`src/rtl/digest_view_ctrl.sv`:
```
// Holds an MD5 digest and drives a scrollable 6-nibble seven-segment window.
// Buttons are synchronized and debounced; auto-scroll wraps, buttons saturate.
module digest_view_ctrl #(
  parameter int DEBOUNCE_CYCLES = 4,
  parameter int SCROLL_PERIOD = 16
) (
  input  logic         clk,
  input  logic         rst,
  input  logic [127:0] digest_in,
  input  logic         digest_valid,
  output logic         digest_ready,
  input  logic         start,
  input  logic         left_shift,
  input  logic         right_shift,
  input  logic         auto_en,
  input  logic         clear,
  output logic [4:0]   offset,
  output logic [4:0]   seg5,
  output logic [4:0]   seg4,
  output logic [4:0]   seg3,
  output logic [4:0]   seg2,
  output logic [4:0]   seg1,
  output logic [4:0]   seg
);
  typedef enum logic [1:0] {IDLE, LOAD, SHOW} state_t;

  localparam logic [15:0] TERM = 16'(SCROLL_PERIOD - 1);
  localparam logic [7:0] DB_LAST = 8'(DEBOUNCE_CYCLES - 1);
  localparam logic [4:0] MAX_OFF = 5'd26;
  localparam logic [29:0] BLANK = {6{5'b10000}};

  state_t state, state_nxt;
  logic [127:0] digest, digest_nxt;
  logic [4:0] offset_nxt;
  logic [15:0] timer, timer_nxt;
  logic [29:0] segs, segs_nxt;
  logic xfer;

  // bit 1 = left, bit 0 = right
  logic [1:0] sync1, sync2, level, level_q, ev;
  logic [7:0] cnt [2];

  always_ff @(posedge clk or posedge rst) begin
    if (rst) begin
      sync1 <= '0;
      sync2 <= '0;
      level <= '0;
      level_q <= '0;
      for (int i = 0; i < 2; i++) cnt[i] <= '0;
    end else begin
      sync1 <= {left_shift, right_shift};
      sync2 <= sync1;
      level_q <= level;
      for (int i = 0; i < 2; i++) begin
        if (sync2[i] != level[i]) begin
          if (cnt[i] == DB_LAST) begin
            level[i] <= ~level[i];
            cnt[i] <= '0;
          end else begin
            cnt[i] <= cnt[i] + 8'd1;
          end
        end else begin
          cnt[i] <= '0;
        end
      end
    end
  end

  assign ev = level & ~level_q;
  assign digest_ready = (state != LOAD);
  assign xfer = digest_valid && digest_ready;

  function automatic logic [29:0] window(
    input logic [127:0] d,
    input logic [4:0] off
  );
    logic [29:0] w;
    logic [4:0] idx;
    w = '0;
    for (int j = 0; j < 6; j++) begin
      idx = 5'(26 + j) - off;
      w[j*5 +: 5] = {1'b0, d[{idx, 2'b00} +: 4]};
    end
    return w;
  endfunction

  always_comb begin
    state_nxt = state;
    digest_nxt = digest;
    offset_nxt = offset;
    timer_nxt = timer;
    segs_nxt = segs;
    unique case (state)
      IDLE: begin
        if (xfer) begin
          digest_nxt = digest_in;
          state_nxt = LOAD;
        end else if (clear) begin
          digest_nxt = '0;
          segs_nxt = BLANK;
        end
      end
      LOAD: begin
        offset_nxt = '0;
        timer_nxt = '0;
        segs_nxt = window(digest, 5'd0);
        state_nxt = SHOW;
      end
      SHOW: begin
        if (xfer) begin
          digest_nxt = digest_in;
          state_nxt = LOAD;
        end else if (clear) begin
          digest_nxt = '0;
          offset_nxt = '0;
          timer_nxt = '0;
          segs_nxt = BLANK;
          state_nxt = IDLE;
        end else if (start) begin
          if (ev != 2'b00) begin
            timer_nxt = '0;
            if (ev == 2'b01 && offset != MAX_OFF)
              offset_nxt = offset + 5'd1;
            else if (ev == 2'b10 && offset != 5'd0)
              offset_nxt = offset - 5'd1;
          end else if (auto_en) begin
            if (timer == TERM) begin
              timer_nxt = '0;
              offset_nxt = (offset == MAX_OFF) ? 5'd0 : offset + 5'd1;
            end else begin
              timer_nxt = timer + 16'd1;
            end
          end else begin
            timer_nxt = '0;
          end
          segs_nxt = window(digest, offset_nxt);
        end
      end
      default: state_nxt = IDLE;
    endcase
  end

  always_ff @(posedge clk or posedge rst) begin
    if (rst) begin
      state <= IDLE;
      digest <= '0;
      offset <= '0;
      timer <= '0;
      segs <= '0;
    end else begin
      state <= state_nxt;
      digest <= digest_nxt;
      offset <= offset_nxt;
      timer <= timer_nxt;
      segs <= segs_nxt;
    end
  end

  assign seg5 = segs[29:25];
  assign seg4 = segs[24:20];
  assign seg3 = segs[19:15];
  assign seg2 = segs[14:10];
  assign seg1 = segs[9:5];
  assign seg  = segs[4:0];
endmodule
```
`config.mk`:
```
export PLATFORM = sky130hd
export DESIGN_NAME = digest_view_ctrl
export DESIGN_NICKNAME = d
export VERILOG_FILES = /design/src/rtl/digest_view_ctrl.sv
export SDC_FILE = /design/constraint.sdc
export NUM_CORES = 1
export LEC_CHECK = 0
export ABC_AREA = 1
export BUFFER_PORTS_ARGS = -buffer_cell sky130_fd_sc_hd__buf_2
export CELL_PAD_IN_SITES_DETAIL_PLACEMENT = 0
export CELL_PAD_IN_SITES_GLOBAL_PLACEMENT = 1
export CORE_MARGIN = 8
export CORE_UTILIZATION = 45
export DETAILED_ROUTE_END_ITERATION = 8
export GPL_ROUTABILITY_DRIVEN = 0
export PLACE_DENSITY = 0.9
export SLEW_MARGIN = 20
export SYNTH_ARGS = -nofsm -noshare
export SYNTH_HDL_FRONTEND = slang
export SYNTH_SLANG_ARGS = --single-unit
```
`constraint.sdc`:
```
create_clock -name clk -period 14.5 [get_ports clk]
set_input_delay 2.9 -clock clk [delete_from_list [all_inputs] [get_ports clk]]
set_output_delay 2.9 -clock clk [all_outputs]
set_load 0.03 [all_outputs]
```
== Yosys cells after proc, flatten, opt, wreduce, memory -nomap -nowiden ==
Index checks and enable logic that the tools add are counted.

* Add/sub/neg operators: 11
* Equal/unequal tests: 18
* Shift-type cells: 6
* Multiplexer cells: 37
* Bitwise gates (word level): 4
* Reduce and logical (&&, ||, !) cells: 16

{| class="wikitable"
|+ Operator list
! kind !! number
|-
| 128-bit by 8-bit variable part select with 4-bit output || 6
|-
| 128-bit two-way mux || 2
|-
| 30-bit two-way mux || 5
|-
| 16-bit two-way mux || 6
|-
| 30-bit case mux with 3 select lines || 1
|-
| 5-bit two-way mux || 13
|-
| 8-bit two-way mux || 4
|-
| 16-bit case mux with 2 select lines || 1
|-
| 5-bit subtractor, first input constant || 6
|-
| 16-bit by 1-bit adder with 16-bit output, second input constant || 1
|-
| 8-bit by 1-bit adder with 8-bit output, second input constant || 2
|-
| 16-bit by 4-bit equality test with 1-bit output, second input constant || 1
|-
| 8-bit by 2-bit equality test with 1-bit output, second input constant || 2
|-
| 5-bit case mux with 2 select lines || 1
|-
| 2-bit inequality test, second input constant || 4
|-
| 2-bit AND reduction || 4
|-
| 2-bit two-way mux || 3
|-
| 3-bit inequality test, second input constant || 2
|-
| 2-bit case mux with 3 select lines || 1
|-
| 2-bit nonzero test || 3
|-
| 5-bit by 1-bit adder with 5-bit output, second input constant || 1
|-
| 5-bit equality test, second input constant || 1
|-
| 5-bit inequality test, second input constant || 1
|-
| 5-bit AND reduction || 1
|-
| 14 further kinds || 20
|}

* Flip-flop bits (word level): 205
* Input bits: 136
* Output and inout bits: 36
* Word-level logic and storage cells: 104

== Logic depth before layout (Yosys ltp) ==
* Depth in word-level cells: 17
* Depth in mapped cells: 25
* Mapped depth without buffers: 24

== Worst setup path after synthesis ==
Ideal clock, no wire load.

* Path type: input to register
* Start: in auto_en
* End: reg segs[11]
* Setup time: 0.117 ns
* Arrival: 5.043 ns
* Required time: 14.383 ns
* Setup slack: 9.340 ns
* Cell stages on the path: 19
* Path buffers: 5
* Cells stage by stage: nand3_2 nand2_1 nand3_2 nand2_2 buf_6 buf_6 buf_4 ha_1 clkbuf_1 clkbuf_1 nand2_1 nand2_1 nand2_1 nand3_1 nand3_1 nand3_1 nand2_1 nand2_1 nand2_1

* Word-level cells in the longest chain between the ends: 12

{| class="wikitable"
|+ Ends and longest elaborated chain
! element !! line !! RTL
|-
| from (decl) || 15 || <nowiki>input logic auto_en,</nowiki>
|-
| 5-bit two-way mux || 126 || <nowiki>end else if (auto_en) begin</nowiki>
|-
| 5-bit two-way mux || 120 || <nowiki>if (ev != 2'b00) begin</nowiki>
|-
| 5-bit two-way mux || 119 || <nowiki>end else if (start) begin</nowiki>
|-
| 5-bit two-way mux || 113 || <nowiki>end else if (clear) begin</nowiki>
|-
| 5-bit two-way mux || 110 || <nowiki>if (xfer) begin</nowiki>
|-
| 5-bit two-way mux || 93 || <nowiki>unique case (state)</nowiki>
|-
| 5-bit subtractor || 81 || <nowiki>idx = 5'(26 + j) - off;</nowiki>
|-
| 128-bit by 8-bit variable part select with 4-bit output || 82 || <nowiki>w[j*5 +: 5] = {1'b0, d[{idx, 2'b00} +: 4]};</nowiki>
|-
| 30-bit two-way mux || 119 ||
|-
| 30-bit two-way mux || 113 ||
|-
| 30-bit two-way mux || 110 ||
|-
| 30-bit case mux with 3 select lines || 93 ||
|-
| to (signal assigned) || 155 || <nowiki>segs <= segs_nxt;</nowiki>
|-
| to (decl) || 36 || <nowiki>logic [29:0] segs, segs_nxt;</nowiki>
|}

No other way between the ends. The select of a mux whose other input is x is not followed.
A chain may end at the register's enable or synchronous reset.

== Worst setup path in the final report ==
* Start: in auto_en
* End: reg segs[22]

The elaborated chain is that of the path after synthesis.

==> flow_metrics.tcl <==
set metrics [dict create \
    post_cts_buffers 0 \
    syn_area_sq_um 14100 \
    fin_nets 2399 \
    drtPass1Iterations 6 \
    tightest_slew_ps 1060 \
    initial_core_util_pct 45.3 \
    grt_overflow 0 \
    layout_common_cells "nand2_1 (741), nand3_1 (401), o21ai_0 (253)" \
    grt_max_degree 131 \
    rows 65 \
    die_h_microns 193 \
    dp_slack_ps 7550 \
    wl_per_cell_microns 19.1 \
    timing.hold.ws_ps 356 \
    outcome "completed" \
    path_class "in2reg" \
    crit_family "simple AND/OR/NAND/NOR gates" \
    core_area_sq_um 31200 \
    cts_tree "built" \
    antenna_found_initial 3 \
    die_area_sq_um 37300 \
    postRouteWirelength_mm 50.9 \
    syn_to_final_growth_pct 10.4 \
    grt_setup_unrepaired "false" \
    setup_tns_ps 0 \
    routed-via-count 15045 \
    final_antenna_net_count 0 \
    place_hpwl_mm 37.6 \
    ios 172 \
    synth_cell_types 44 \
    cts_buffers 17 \
    ys_warn_count 0 \
    clock_skew_ps 25.1 \
    grt_pass1_wl_mm 80.4 \
    track_usage_pct 26.6 \
    critical_path_arrival_ps 7060 \
    netlist_instances 2173 \
    finalWorstPathRequiredPeriod_ps 6670 \
    ctsHoldBuffers 0 \
    drive_gt1_share_pct 11.9 \
    cpMostUsedCell "nand2_1" \
    hp-class "reg2reg" \
    final_cell_area_sq_um 15600 \
    path_cells "buf_2, nand3_2, nand2_1, nand3_2, nand2_8, buf_4, inv_2, nand2_1, nand2_1, nand2_1, nand3_1, nand3_1, nand3_1, nand2_1, nand2_1, nand2_1, nand2_1, nand2_1" \
    fin_crit_sh_pct 46.0 \
    clk_path_buf_depth 2 \
    maxCapViolCount 0 \
    critPathRequiredTime_ps 14890 \
    route.detailed.drc 0 \
    start_kind "primary input" \
    slew_headroom_pct 29.1 \
    setup_viol_count_final 0 \
    seq_area_frac_synth_pct 35.4 \
    clock_latency_ps 470 \
    path_buf_inv 3 \
    layout_commonest_cell "nand2_1" \
    yosysTopAreaCell "dfrtp_1" \
    syn_nets 2323 \
    path_max_fanout 107 \
    synth_top_cell_area_share_pct 35.4 \
    fmaxAchievable_mhz 150 \
    synth-main-ff-cell "dfrtp_1" \
    synth_edf_count 0 \
    cts_resized 0 \
    synth_area_leaders "dfrtp_1 (35%), nand2_1 (20%), nand3_1 (14%)" \
    syn-mean-instance-area_sq_um 6.50 \
    drt_iter0_markers 1697 \
    clock_sinks 200 \
    setup_ws_ps 7830 \
    htreeDepth 4 \
    cpMaxStageDelayCell "buf_4" \
    die_w_microns 193 \
    port_buffers 171 \
    end_kind "register" \
    vias_per_cell 5.64 \
    grt_pass1_vias 14492 \
    root_buffer "clkbuf_16" \
    final-hold-violation-count 0 \
    dpl_cell_area_sq_um 15000 \
    synth-async-reset-ratio_pct 100 \
    max_stage_delay_ps 650 \
    clk_pin_slew_worst_paths_ps 80 \
    synth_seq_cells 200 \
    report.final.slew_viol_count 0 \
]
-- routing by layer --
layer  share of wire [%]  vias to the layer above  GRT usage (%)
li1                    -                     7248              -
met1                  43                     7022           35.3
met2                  45                      667           42.0
met3                 8.6                      106           5.81
met4                 3.7                        2           10.3
met5               0.022                        -              0
-- worst reg2reg max path: stages, from the launching register on --
cell and delay, ps:
dfrtp_1 500, inv_1 180, ha_1 240, nand4_4 160
nand2_2 170, nand2_1 70, nand2_1 70, nand3_2 340
nand2_8 590, buf_4 730, inv_2 390, nand2_1 180
nand2_1 590, nand2_1 330, nand3_1 100, nand3_1 80
nand3_1 100, nand2_1 110, nand2_1 50, nand2_1 70
nand2_1 40, nand2_1 60
-- metrics by stage --
step / cells / utilization, %
5_1_grt: 2664 / 50.0
2_1_floorplan: 2173 / -
6_report: 2666 / 50.0
4_1_cts: 2664 / 50.0
3_5_place_dp: 2632 / 48.1
3_3_place_gp: 2632 / 48.1
-- cell type report --
class	instances	area, sq um
clock inverters	13	148
inverters	200	763
fillers	3238	15600
diodes	2	5.00
well taps	402	503
multi-input cells	1642	7760
flip-flops and latches	200	5000
repair buffers	188	983
clock buffers	19	443
-- final timing paths --
| check | end | cells after the start | slack (ps) | start |
|---|---|---|---|---|
| max | segs[22] | 18 | 7830 | auto_en |
| min | sync2[1] | 0 | 360 | sync1[1] |
| max reg2reg | segs[22] | 21 | 9270 | offset[0] |
| min reg2reg | sync2[1] | 0 | 360 | sync1[1] |
| max in group asynchronous | segs[2] | 3 | 10360 | rst |
| min in group asynchronous | cnt[3] | 2 | 2620 | rst |
-- cell usage after synthesis (2+ instances only) --
cell / count
nand3b_1: 2
clkinv_1: 5
nand2_2: 7
nand4_1: 9
o21ai_1: 15
xor2_2: 7
o22ai_1: 5
nor3_1: 11
o211ai_1: 40
buf_6: 7
nand2_1: 741
o21ai_2: 2
nor4_1: 2
nand3_1: 401
buf_2: 39
a21oi_1: 22
nor2_2: 4
clkbuf_1: 60
nand3_2: 4
nand2_4: 4
a211oi_1: 3
buf_1: 12
buf_4: 13
nor2_1: 69
dfrtp_1: 200
xnor2_1: 5
o21ai_0: 253
o21a_1: 2
xor2_1: 9
inv_2: 11
ha_1: 14
inv_1: 183
-- registers in the layout, indices dropped and copies added, names as in the netlist --
| signal | count |
|---|---|
| digest | 128 |
| segs | 25 |
| cnt | 16 |
| timer | 16 |
| offset | 5 |
| level | 2 |
| level_q | 2 |
| state | 2 |
| sync1 | 2 |
| sync2 | 2 |
-- kinds of logic after synthesis --
kind of cell	Yosys count	synth area share, %
and+or+nand+nor	1258	38.2
AOI/OAI and AO/OA	346	13.2
buffers and inverters	331	9.87
DFF	200	35.4
xor gates and xnor gates	23	1.98
adders and majority gates	14	1.24
muxes	1	0.0797
Power is not shown: default switching activity piles up to over one toggle a cycle in this logic, so the estimate is an artifact.
